**src/rtl/blob_pkg.sv**
```systemverilog
// Shared constants, FSM state encoding and helpers for the blob frame scheduler.
package blob_pkg;

   localparam int unsigned IMG_COL  = 640;
   localparam int unsigned IMG_ROW  = 480;
   localparam int unsigned COUNT_W  = 8;
   localparam int unsigned PIX_W    = 19;
   localparam int unsigned FRAMES_W = 16;

   typedef enum logic [2:0] {
      IDLE   = 3'd0,
      ARM    = 3'd1,
      KICK   = 3'd2,
      STREAM = 3'd3,
      WAIT   = 3'd4,
      DONE   = 3'd5
   } state_t;

   // Index of the last pixel of a frame, in pixel-counter width.
   function automatic logic [PIX_W-1:0] pix_last(input int unsigned col, input int unsigned row);
      return PIX_W'(col * row - 1);
   endfunction

endpackage

```
**src/rtl/blob_timeout_timer.sv**
```systemverilog
// Cycle counter that flags when an enabled wait has lasted TIMEOUT cycles.
module blob_timeout_timer #(
   parameter int unsigned TIMEOUT = 1048576
) (
   input  logic i_clk,
   input  logic i_rst_n,
   input  logic i_load,
   input  logic i_en,
   output logic o_expire_c
);

   localparam int unsigned CNT_W = $clog2(TIMEOUT + 1);

   logic [CNT_W-1:0] r_cnt;

   always_ff @(posedge i_clk or negedge i_rst_n) begin
      if (!i_rst_n) begin
         r_cnt <= '0;
      end else if (i_load) begin
         r_cnt <= '0;
      end else if (i_en) begin
         r_cnt <= r_cnt + CNT_W'(1);
      end
   end

   // Fires on the cycle whose increment brings the count to TIMEOUT.
   assign o_expire_c = i_en && (r_cnt == CNT_W'(TIMEOUT - 1));

endmodule

```
**src/rtl/blob_frame_scheduler.sv**
```systemverilog
// Arms on request, kicks the blob counter at a frame start, streams one frame of
// binarized pixels into it and collects the resulting blob count.
module blob_frame_scheduler
   import blob_pkg::*;
#(
   parameter int unsigned IMG_COL = blob_pkg::IMG_COL,
   parameter int unsigned IMG_ROW = blob_pkg::IMG_ROW,
   parameter int unsigned TIMEOUT = 1048576
) (
   input  logic                i_clk,
   input  logic                i_rst_n,
   input  logic                i_start,
   input  logic                i_continuous,
   input  logic                i_frame_start,
   input  logic                i_pix_valid,
   input  logic                i_pix_bin,
   output logic                o_blob_valid,
   output logic                o_blob_seq,
   input  logic                i_blob_done,
   input  logic [COUNT_W-1:0]  i_blob_count,
   output logic [COUNT_W-1:0]  o_count,
   output logic                o_count_valid,
   output logic                o_busy,
   output logic                o_err,
   output logic [FRAMES_W-1:0] o_frames
);

   localparam logic [PIX_W-1:0] PIX_LAST = pix_last(IMG_COL, IMG_ROW);

   state_t               r_state;
   state_t               w_next;
   logic [PIX_W-1:0]     r_pix_cnt;
   logic [PIX_W-1:0]     w_pix_cnt_d;
   logic                 r_bad;
   logic                 w_bad_d;
   logic                 r_blob_valid;
   logic                 r_blob_seq;
   logic                 w_blob_seq_d;
   logic [COUNT_W-1:0]   r_count;
   logic [COUNT_W-1:0]   w_count_d;
   logic                 r_count_valid;
   logic                 w_count_valid_d;
   logic                 r_busy;
   logic                 r_err;
   logic                 w_err_d;
   logic [FRAMES_W-1:0]  r_frames;
   logic [FRAMES_W-1:0]  w_frames_d;
   logic                 w_timer_load;
   logic                 w_timer_en;
   logic                 w_timer_expire;

   // The timer is held at zero outside WAIT so it counts from WAIT entry.
   assign w_timer_load = (r_state != WAIT);
   assign w_timer_en   = (r_state == WAIT);

   blob_timeout_timer #(
      .TIMEOUT (TIMEOUT)
   ) u_timer (
      .i_clk      (i_clk),
      .i_rst_n    (i_rst_n),
      .i_load     (w_timer_load),
      .i_en       (w_timer_en),
      .o_expire_c (w_timer_expire)
   );

   always_ff @(posedge i_clk or negedge i_rst_n) begin
      if (!i_rst_n) begin
         r_state       <= IDLE;
         r_pix_cnt     <= '0;
         r_bad         <= 1'b0;
         r_blob_valid  <= 1'b0;
         r_blob_seq    <= 1'b0;
         r_count       <= '0;
         r_count_valid <= 1'b0;
         r_busy        <= 1'b0;
         r_err         <= 1'b0;
         r_frames      <= '0;
      end else begin
         r_state       <= w_next;
         r_pix_cnt     <= w_pix_cnt_d;
         r_bad         <= w_bad_d;
         r_blob_valid  <= (w_next == KICK);
         r_blob_seq    <= w_blob_seq_d;
         r_count       <= w_count_d;
         r_count_valid <= w_count_valid_d;
         r_busy        <= (w_next != IDLE);
         r_err         <= w_err_d;
         r_frames      <= w_frames_d;
      end
   end

   // Next state and next register values.
   always_comb begin
      w_next          = r_state;
      w_pix_cnt_d     = r_pix_cnt;
      w_bad_d         = r_bad;
      w_blob_seq_d    = 1'b0;
      w_count_d       = r_count;
      w_count_valid_d = 1'b0;
      w_err_d         = r_err;
      w_frames_d      = r_frames;

      unique case (r_state)
         IDLE: begin
            if (i_start) begin
               w_next  = ARM;
               w_err_d = 1'b0;
            end
         end
         ARM: begin
            if (i_frame_start) begin
               w_next = KICK;
            end
         end
         KICK: begin
            w_next      = STREAM;
            w_pix_cnt_d = '0;
            w_bad_d     = 1'b0;
         end
         STREAM: begin
            // A gap spoils the rest of the frame: feed zeros until the pixel count is met.
            if (i_pix_valid) begin
               w_blob_seq_d = i_pix_bin && !r_bad;
            end else begin
               w_err_d = 1'b1;
               w_bad_d = 1'b1;
            end
            if (r_pix_cnt == PIX_LAST) begin
               w_next = WAIT;
            end else begin
               w_pix_cnt_d = r_pix_cnt + PIX_W'(1);
            end
         end
         WAIT: begin
            if (i_blob_done) begin
               w_next = DONE;
               if (!r_bad) begin
                  w_count_d       = i_blob_count;
                  w_count_valid_d = 1'b1;
                  w_frames_d      = r_frames + FRAMES_W'(1);
               end
            end else if (w_timer_expire) begin
               w_next  = IDLE;
               w_err_d = 1'b1;
            end
         end
         DONE: begin
            w_next = i_continuous ? ARM : IDLE;
         end
         default: begin
            w_next = IDLE;
         end
      endcase
   end

   assign o_blob_valid  = r_blob_valid;
   assign o_blob_seq    = r_blob_seq;
   assign o_count       = r_count;
   assign o_count_valid = r_count_valid;
   assign o_busy        = r_busy;
   assign o_err         = r_err;
   assign o_frames      = r_frames;

endmodule

```
**config.mk**
```make
export PLATFORM = sky130hd
export DESIGN_NAME = blob_frame_scheduler
export DESIGN_NICKNAME = d
export VERILOG_FILES = /design/src/rtl/blob_pkg.sv /design/src/rtl/blob_timeout_timer.sv /design/src/rtl/blob_frame_scheduler.sv
export SDC_FILE = /design/constraint.sdc
export NUM_CORES = 1
export LEC_CHECK = 0
export BUFFER_PORTS_ARGS = -buffer_cell sky130_fd_sc_hd__buf_2
export CORE_AREA = 8 8 112 114
export DETAILED_ROUTE_END_ITERATION = 6
export DIE_AREA = 0 0 120 122
export PLACE_DENSITY_LB_ADDON = 0.05
export SYNTH_ARGS = -nofsm -noshare
export SYNTH_HDL_FRONTEND = slang
export SYNTH_SLANG_ARGS = --single-unit
```
**constraint.sdc**
```tcl
create_clock -name i_clk -period 2.5 [get_ports i_clk]
set_clock_uncertainty 0.1 [all_clocks]
set_input_delay 0.375 -clock i_clk [delete_from_list [all_inputs] [get_ports i_clk]]
set_output_delay 0.375 -clock i_clk [all_outputs]
set_load 0.01 [all_outputs]
```
; ---- Yosys cells after proc, flatten, opt, wreduce, memory -nomap -nowiden
; Cells that the tools add are included.
; Widths: inputs -> output; s select.
[totals]
regBits = 73
latchBits = 0
mem_bits_rw = 0
romBits = 0
out_inout_bits = 29
memories = 0
[classes]
add_sub_neg = 3
mul = 0
n_div = 0
n_lt_le_gt_ge = 0
n_eq_ne = 14
shift = 0
muxes = 22
n_bitwise = 1
reduce_logical = 12
[op_table]
columns = op, n
row1 = $mux 21, 2
row2 = $pmux 19 s2, 1
row3 = $add 21x1->21 const B, 1
row4 = $eq 21x20->1 const B, 1
row5 = $add 19x1->19 const B, 1
row6 = $eq 19x19->1 const B, 1
row7 = $mux 19, 1
row8 = $pmux 3 s6, 1
row9 = $add 16x1->16 const B, 1
row10 = $mux 3, 5
row11 = $mux 1, 10
row12 = $ne 2x2->1 const B, 5
row13 = $eq 3x2->1 const B, 3
row14 = $eq 3x3->1 const B, 2
row15 = $reduce_bool 3->1, 2
row16 = $reduce_and 5->1, 1
row17 = $reduce_and 2->1, 2
row18 = $reduce_bool 2->1, 2
row19 = $eq 3x1->1 const B, 1
row20 = $logic_not 3->1, 1
row21 = $ne 3x3->1 const B, 1
row22 = $pmux 1 s3, 1
row23 = $reduce_and 3->1, 1
row24 = $logic_and 1x1->1, 2
row25 = other kinds (3), 3

; ---- Logic depth before layout (Yosys ltp)
; Gate-level depths: netlist of run 1.
[depth]
word_depth = 6
mapped_depth = 7
mapped_depth_nobuf = 5

; ---- By module
; Synthesis of run 1 repeated with hierarchy kept, for this count alone.
[hier_totals]
hier_cells = 383
area_unflattened_um2 = 3678.5
[by_module_without_submodules]
columns = module, instances, cells_per_inst, area_each_um2, seq_area_each_um2
row1 = blob_frame_scheduler, 1, 269, 2613.8, 1301.2
row2 = blob_timeout_timer, 1, 114, 1064.8, 525.5

; ---- Worst setup path after synthesis of run 1
; Ideal clock, no wire load.
[synth_timing]
kind = flip-flop to flip-flop
from = reg u_timer.r_cnt[9]
to = reg r_busy, in the netlist o_busy
setup_time_ns = 0.129
t_arrival_ns = 1.707
required_time_ns = 2.271
slack_ns = 0.563
path_stages_with_launch = 5
path_buffers = 0
path_cell_list = dfrtp_1 > nand4_2 > or3_1 > or4_4 > o41a_1
[synth_between]
elab_chain_len = 6
[synth_rtl]
columns = item, line_no
row1 = "start, declared", blob_timeout_timer.sv:14  ; logic [CNT_W-1:0] r_cnt;
row2 = "start signal, assigned", blob_timeout_timer.sv:22  ; r_cnt <= r_cnt + CNT_W'(1);
row3 = $eq 21x20->1, blob_timeout_timer.sv:27  ; assign o_expire_c = i_en && (r_cnt == CNT_W'(TIMEOUT - 1));
row4 = $logic_and 1x1->1, blob_timeout_timer.sv:27
row5 = $mux 3, blob_frame_scheduler.sv:142  ; end else if (w_timer_expire) begin
row6 = $mux 3, blob_frame_scheduler.sv:135  ; if (i_blob_done) begin
row7 = $pmux 3 s6, blob_frame_scheduler.sv:103  ; unique case (r_state)
row8 = $reduce_bool 3->1, blob_frame_scheduler.sv:86  ; r_busy <= (w_next != IDLE);
row9 = "end signal, assigned", blob_frame_scheduler.sv:86
row10 = "end, declared", blob_frame_scheduler.sv:43  ; logic r_busy;
; No other way between the ends.
; A chain may end at the register's enable or synchronous reset.

; ---- Final worst setup path of run 1
[layout_timing]
from = reg u_timer.r_cnt[0]
to = reg r_busy, in the netlist o_busy
; The elaborated chain is that of the path after synthesis.

==> results of run 1 <==
report_power, final:
part	switching, mW	leakage, nW	internal (mW)
Combinational	0.202	0.799	0.144
Sequential	0.0869	0.972	1.25
Clock	0.470	0.0962	0.494
Total	0.758	1.87	1.89
synthesized netlist by cell type, drive strengths merged, types with 3 or more instances:
cell and instances:
a21oi 16, or4 3, nand4 14, o211ai 5, nand2 58, ha 3
nor3 16, and3 8, nand3 23, and2 4, nor4 7, and4 6
or3 7, nor2 28, mux2i 3, buf 5, o21ai 16, xor2 6
dfrtp 73, a31oi 4, a41oi 3, clkbuf 19, xnor2 22, a211oi 4
inv 6
cell type report:
class                           count  share of cell area, %
Clock buffer                       11                  3.263
Sequential cell                    73                  42.16
Multi-Input combinational cell    289                  39.97
Clock inverter                      5                  1.444
Timing Repair Buffer               62                  8.605
Tap cell                          140                  4.043
Inverter                            6                 0.5198
cells by family after synthesis:
group / Yosys count
flops: 73
buf+inv: 30
fa+ha+maj: 3
xor+xnor: 28
compound gates: 67
simple gates: 187
mux: 4
worst register-to-register path: cells and delay by family, from the launching register on:
family          cells  cell delay, ns
simple gates        2            0.87
compound gates      1            0.40
flops               1            0.38
fa+ha+maj           1            0.24
path summary, 6_finish.rpt:
kind	from	cells past startpoint	endpoint	slack, ns
min	i_blob_count[0]	3	o_count[0]$_DFFE_PN0P_	0.11
min in group asynchronous	i_rst_n	2	u_timer.r_cnt[6]$_DFF_PN0_	0.43
max in group asynchronous	i_rst_n	3	o_blob_seq$_DFF_PN0_	1.30
max reg2reg	u_timer.r_cnt[0]$_DFF_PN0_	4	o_busy$_DFF_PN0_	0.41
max	u_timer.r_cnt[0]$_DFF_PN0_	4	o_busy$_DFF_PN0_	0.41
min reg2reg	o_count[5]$_DFFE_PN0P_	2	o_count[5]$_DFFE_PN0P_	0.37
sequential cells by signal (all words and copies together) (netlist names):
register / flops
u_timer.r_cnt: 21
r_pix_cnt: 19
o_frames: 16
o_count: 8
r_state: 3
o_blob_seq: 1
o_blob_valid: 1
o_busy: 1
o_count_valid: 1
o_err: 1
r_bad: 1
metal layers:
layer  track usage [%]  up-vias
met2             19.80       50
li1                  -     1512
met1             17.24     1494
met4             3.825        0
met5                 0        -
met3             3.609       12
==> flow_metrics.py, run 1 <==
metrics = {
    "outcome": {
        "status": "completed",
    },
    "power_and_ir_drop": {
        "irDropWorstVdd_uv": 311.4,
        "power_mw": 2.644,
        "power_leakage_nw": 1.867,
        "power.density_mw_per_mm2": 610.1,
    },
    "layout": {
        "final_common_cell": "dfrtp_1",
        "n_antenna_cell": 0,
        "stdcell_area_mm2": 0.004333,
        "multi_input_area_mm2": 0.001732,
        "final_cell_mix": "dfrtp_1 (73), nand2_1 (58), buf_2 (43)",
        "seq_area_mm2": 0.001827,
        "drive_gt1_share_pct": 19.28,
        "instances_no_fill": 586,
        "fill_cells": 1085,
        "final_util_pct": 40.50,
        "nets": 460,
        "area_growth_pct": 17.79,
    },
    "timing": {
        "tns_ns": 0,
        "rsz0062_at_grt": "no",
        "whs_ns": 0.1084,
        "slew_viol_final": 0,
        "max_freq_mhz": 478.1,
        "fin_ws_ns": 0.4082,
        "slew_headroom_pct": 63.71,
        "tightest_slew_ns": 0.5431,
        "period_minus_slack_ns": 2.092,
        "hold_viol_final": 0,
        "min_period_over_period_pct": 83.67,
        "setup_viol": 0,
    },
    "placed_design": {
        "pre_cts_slack_ns": 0.3981,
        "dp_hpwl_um": 6397,
        "routabilityCongestion": 0.7521,
        "placed_area_mm2": 0.004119,
        "io_buffer_count": 44,
        "place_inst": 569,
    },
    "floorplan": {
        "coreArea_mm2": 0.01070,
        "ios": 45,
        "chipWidth_um": 120,
        "std_cell_rows": 38,
        "die_h_um": 122,
        "initial_core_util_pct": 34.39,
        "die-area_mm2": 0.01464,
    },
    "clock_network": {
        "post-cts-setup-buffers": 0,
        "clock_latency_ns": 0.35,
        "cts-root-buf": "clkbuf_8",
        "cts_tree": "yes",
        "clock-sinks": 73,
        "clk_path_buf_depth": 2,
        "htree_num_levels": 3,
        "holdBufCountCts": 1,
        "numCtsBuffers": 9,
        "clk_pin_slew_worst_paths_ns": 0.09,
        "postCtsResizedCells": 0,
    },
    "critical_path": {
        "critPathCaptureType": "register",
        "max_stage_delay_ns": 0.61,
        "critPathKind": "register to register",
        "crit_chain": "ha_1 -> nand4_1 -> or4_4 -> o41a_1",
        "cpMaxStageDelayCell": "or4_4",
        "cp_top_family": "simple AND/OR/NAND/NOR gates",
        "path_buf_inv": 0,
        "cp_max_fo": 6,
        "cp_data_arrival_time_ns": 2.23,
        "cp_data_required_time_ns": 2.64,
        "cp-start-kind": "register",
    },
    "logic_synthesis": {
        "ys_dominant_reg_cell": "dfrtp_1",
        "synth_edf_count": 0,
        "synth-simple-area-share_pct": 26.19,
        "synthesis.nets": 411,
        "synth_compound_gate_area_share_pct": 12.07,
        "yosysWarnings": 0,
        "synth_cells": 392,
        "synth_top_cell_area_share_pct": 49.66,
        "synth_top_family_by_area": "simple AND/OR/NAND/NOR gates",
        "yosysSeqAreaShare_pct": 49.66,
        "synthXorXnorAreaFrac_pct": 6.667,
        "synth_area_mm2": 0.003679,
        "synthTopCellsByArea": "dfrtp_1 (50%), nand2_1 (5.9%), xnor2_1 (5.2%)",
        "ys_seq_elements": 73,
        "yosys.area.top_type": "dfrtp_1",
        "muxShareOfSynthArea_pct": 1.122,
        "async_flop_share_pct": 100.0,
        "syn_area_per_cell_um2": 9.384,
        "ys_types": 56,
        "synthAdderAreaFrac_pct": 1.020,
    },
    "routing": {
        "route.detailed.drc": 0,
        "met3WireLength_um": 311,
        "drtIter0Drc": 210,
        "first_pass_iters": 4,
        "avgRoutedWirePerCell_um": 15.59,
        "via_per_inst": 5.235,
        "top_layer": "met4",
        "met1Wirelength_um": 4470,
        "ant_nets": 0,
        "wl_met2_um": 4242,
        "totalWireLength_um": 9136,
        "vias": 3068,
    },
    "grt": {
        "grt_usage_pct": 12.86,
        "grt_antenna_before_repair": 0,
        "first_global_vias": 3006,
        "grt_pass1_wl_um": 15320,
        "grt_max_degree": 37,
        "overflow": 0,
    },
    "job": {
        "maxCapViolCount": 0,
    },
    "hold_path": {
        "worst_hold_path_type": "input port to register",
    },
}
Note: power is estimated with default switching activity, not from simulation.
==> inputs of run 2 (changes only) <==
--- a/config.mk
+++ b/config.mk
@@ -5,10 +5,11 @@
 export SDC_FILE = /design/constraint.sdc
 export NUM_CORES = 1
 export LEC_CHECK = 0
+export ABC_AREA = 1
 export BUFFER_PORTS_ARGS = -buffer_cell sky130_fd_sc_hd__buf_2
-export CORE_AREA = 8 8 112 114
+export CORE_AREA = 8 8 115 117
 export DETAILED_ROUTE_END_ITERATION = 6
-export DIE_AREA = 0 0 120 122
+export DIE_AREA = 0 0 123 125
 export PLACE_DENSITY_LB_ADDON = 0.05
 export SYNTH_ARGS = -nofsm -noshare
 export SYNTH_HDL_FRONTEND = slang
==> constraint.sdc (replaced) <==
create_clock -name i_clk -period 2 [get_ports i_clk]
set_clock_uncertainty 0.1 [all_clocks]
set_input_delay 0.3 -clock i_clk [delete_from_list [all_inputs] [get_ports i_clk]]
set_output_delay 0.3 -clock i_clk [all_outputs]
set_load 0.01 [all_outputs]
==> flow_metrics.py, run 2 <==
metrics = {
    "logic_synthesis": {
        "ys_types": 35,
        "ys_top_cells_by_count": "nand2_1 (153), dfrtp_1 (73), nor2_1 (69), inv_1 (54), nand3_1 (39)",
        "yosysMostFrequentCell": "nand2_1",
        "synthTopCellsByArea": "dfrtp_1 (47%), nand2_1 (15%), nor2_1 (6.7%)",
        "synth_cells": 507,
        "async_flop_share_pct": 100.0,
        "synth_top_cell_area_share_pct": 47.23,
        "ys_dominant_reg_cell": "dfrtp_1",
        "yosys.area.top_type": "dfrtp_1",
        "yosysSeqAreaShare_pct": 47.23,
        "synthesis.nets": 526,
        "synth_area_mm2": 0.003867,
        "ys_seq_elements": 73,
        "synth_edf_count": 0,
        "yosysWarnings": 0,
        "syn_area_per_cell_um2": 7.628,
    },
    "routing": {
        "drtIter0Drc": 172,
        "vias": 3272,
        "route.detailed.drc": 0,
        "first_pass_iters": 4,
        "via_per_inst": 4.563,
        "ant_nets": 0,
        "totalWireLength_um": 9189,
        "avgRoutedWirePerCell_um": 12.82,
    },
    "timing": {
        "rsz0062_at_grt": "no",
        "hold_viol_final": 0,
        "tns_ns": 0,
        "slew_viol_final": 0,
        "max_freq_mhz": 551.0,
        "fin_ws_ns": 0.1851,
        "tightest_slew_ns": 0.5539,
        "period_minus_slack_ns": 1.815,
        "slew_headroom_pct": 63.08,
        "min_period_over_period_pct": 90.75,
        "setup_viol": 0,
    },
    "hold_path": {
        "worst_hold_path_type": "input port to register",
        "min_from": "i_blob_count[1]",
        "worstHoldPathCells": 3,
        "min_to": "o_count[1]$_DFFE_PN0P_",
    },
    "critical_path": {
        "crit_chain": "ha_1 -> nand2_2 -> nor2_2 -> nand2_2 -> nor2_4 -> nand3_2 -> nand2_2 -> buf_4 -> inv_6 -> nand2_1 -> nand2_1",
        "critPathKind": "register to register",
        "critPathCaptureType": "register",
        "cp_max_fo": 10,
        "path_buf_inv": 2,
        "crit_top_cell": "nand2_2",
        "rr_worst_depth": 11,
        "cp_data_required_time_ns": 2.13,
        "cp-start-kind": "register",
        "timing.rr.end": "r_pix_cnt[9]$_DFFE_PN0P_",
        "r2r_start": "r_pix_cnt[1]$_DFFE_PN0P_",
        "cpMaxStageDelayCell": "dfrtp_1",
        "cp_data_arrival_time_ns": 1.94,
        "cp_top_family": "simple AND/OR/NAND/NOR gates",
        "max_stage_delay_ns": 0.40,
        "ff2ff_setup_slack_ns": 0.19,
    },
    "floorplan": {
        "ios": 45,
        "std_cell_rows": 40,
        "die_h_um": 125,
        "die-area_mm2": 0.01538,
        "coreArea_mm2": 0.01161,
        "initial_core_util_pct": 33.31,
        "chipWidth_um": 123,
    },
    "grt": {
        "grt_antenna_before_repair": 0,
        "grt_max_degree": 39,
        "overflow": 0,
        "grt_usage_pct": 12.86,
        "grt_pass1_wl_um": 15900,
        "first_global_vias": 3287,
    },
    "clock_network": {
        "cts_tree": "yes",
        "clk_pin_slew_worst_paths_ns": 0.06,
        "clk_path_buf_depth": 2,
        "cts-root-buf": "clkbuf_16",
        "clock_latency_ns": 0.34,
        "htree_num_levels": 3,
        "numCtsBuffers": 9,
        "post-cts-setup-buffers": 0,
        "clock-sinks": 73,
    },
    "layout": {
        "final_common_cell": "nand2_1",
        "largest_reg_flops": 21,
        "final_util_pct": 39.73,
        "n_antenna_cell": 0,
        "regMostFlops": "u_timer.r_cnt",
        "final_cell_mix": "nand2_1 (153), dfrtp_1 (73), nor2_1 (68)",
        "nets": 585,
        "area_growth_pct": 19.28,
        "drive_gt1_share_pct": 16.67,
    },
    "outcome": {
        "status": "completed",
    },
    "placed_design": {
        "io_buffer_count": 44,
        "pre_cts_slack_ns": 0.1530,
        "routabilityCongestion": 0.7940,
        "dp_hpwl_um": 6926,
    },
    "power_and_ir_drop": {
        "power.density_mw_per_mm2": 808.8,
        "power_leakage_nw": 2.187,
        "irDropWorstVdd_uv": 506.5,
        "power_mw": 3.731,
    },
    "job": {
        "maxCapViolCount": 0,
    },
}
==> run 2: changes by cell type after synthesis, moves of 8 or more <==
cell / change
and3_1: -8
nand3_1: +16
xor2_1: +12
inv_1: +48
nand2_1: +95
nor2_1: +41
xnor2_1: -17
clkbuf_1: -16
==> run 2: cell families (layout without fill, tap and decap cells) <==
group	after synthesis	count (layout)	synth area share (%)
adder cells (fa/ha/maj)	3	3	0.9707
buffers and inverters	66	129	7.182
AND/OR/NAND/NOR	299	299	33.13
flip-flops	73	73	47.23
AO/OA/AOI/OAI	43	43	6.276
XOR/XNOR	23	23	5.209
==> run 2: worst max path at each step <==
stage | from | end | slack [ns] | depth (start not counted)
floorplan | r_pix_cnt[0]$_DFFE_PN0P_ | r_pix_cnt[3]$_DFFE_PN0P_ | 0.32 | 11
global placement | r_pix_cnt[1]$_DFFE_PN0P_ | r_pix_cnt[11]$_DFFE_PN0P_ | 0.16 | 11
detailed placement | r_pix_cnt[1]$_DFFE_PN0P_ | r_pix_cnt[11]$_DFFE_PN0P_ | 0.15 | 11
CTS | r_pix_cnt[1]$_DFFE_PN0P_ | r_pix_cnt[9]$_DFFE_PN0P_ | 0.16 | 11
global route | u_timer.r_cnt[0]$_DFF_PN0_ | r_state[2]$_DFF_PN0_ | 0.008 | 10
finish | r_pix_cnt[1]$_DFFE_PN0P_ | r_pix_cnt[9]$_DFFE_PN0P_ | 0.19 | 11
==> run 2: per-layer routing <==
metal	part of all wire, %	routed length [um]	vias up	track usage, %
met5	0	0	-	0
met4	1.8	163	0	5.528
met3	2.5	226	11	2.565
met2	50	4575	29	21.09
met1	46	4225	1516	15.97
li1	-	-	1716	-
==> run 2: what timing repair did <==
action | CTS | global route
hold buffers | 1 | 0
endpoints found under the hold margin | 36 | 0
gates resized for setup | 0 | 1
setup endpoints to repair | 0 | 2
==> run 2: through the flow <==
| stage | instance area [um2] | instances | hold slack [ns] |
|---|---|---|---|
| CTS | 4611 | 717 | 0.04066 |
| global placement | 4329 | 701 | 0.2342 |
| finish | 4613 | 717 | 0.05886 |
| floorplan | 3867 | 507 | -0.09559 |
| detailed placement | 4329 | 701 | 0.2345 |
| global route | 4613 | 717 | 0.05393 |
==> run 2: layout make-up <==
| class | count | area, um2 |
|---|---|---|
| clock inverter | 5 | 32.53 |
| inverter | 58 | 225.2 |
| multi-input combinational | 368 | 1765 |
| fill | 1250 | 6998 |
| clock buffer | 10 | 239.0 |
| sequential | 73 | 1827 |
| timing repair buffer | 56 | 340.3 |
| tap | 147 | 183.9 |
==> run 2: power by group <==
part / internal, mW / total (mW) / leakage [nW] / switching, mW
clock: 0.861 / 1.49 / 0.126 / 0.630
sequential: 1.56 / 1.63 / 0.957 / 0.0693
combinational: 0.217 / 0.608 / 1.10 / 0.390
==> run 2: worst min-delay path, delay by kind of cell <==
family	cells	cell delay, ns
and+or+nand+nor	2	0.08
buffers and inverters	1	0.07
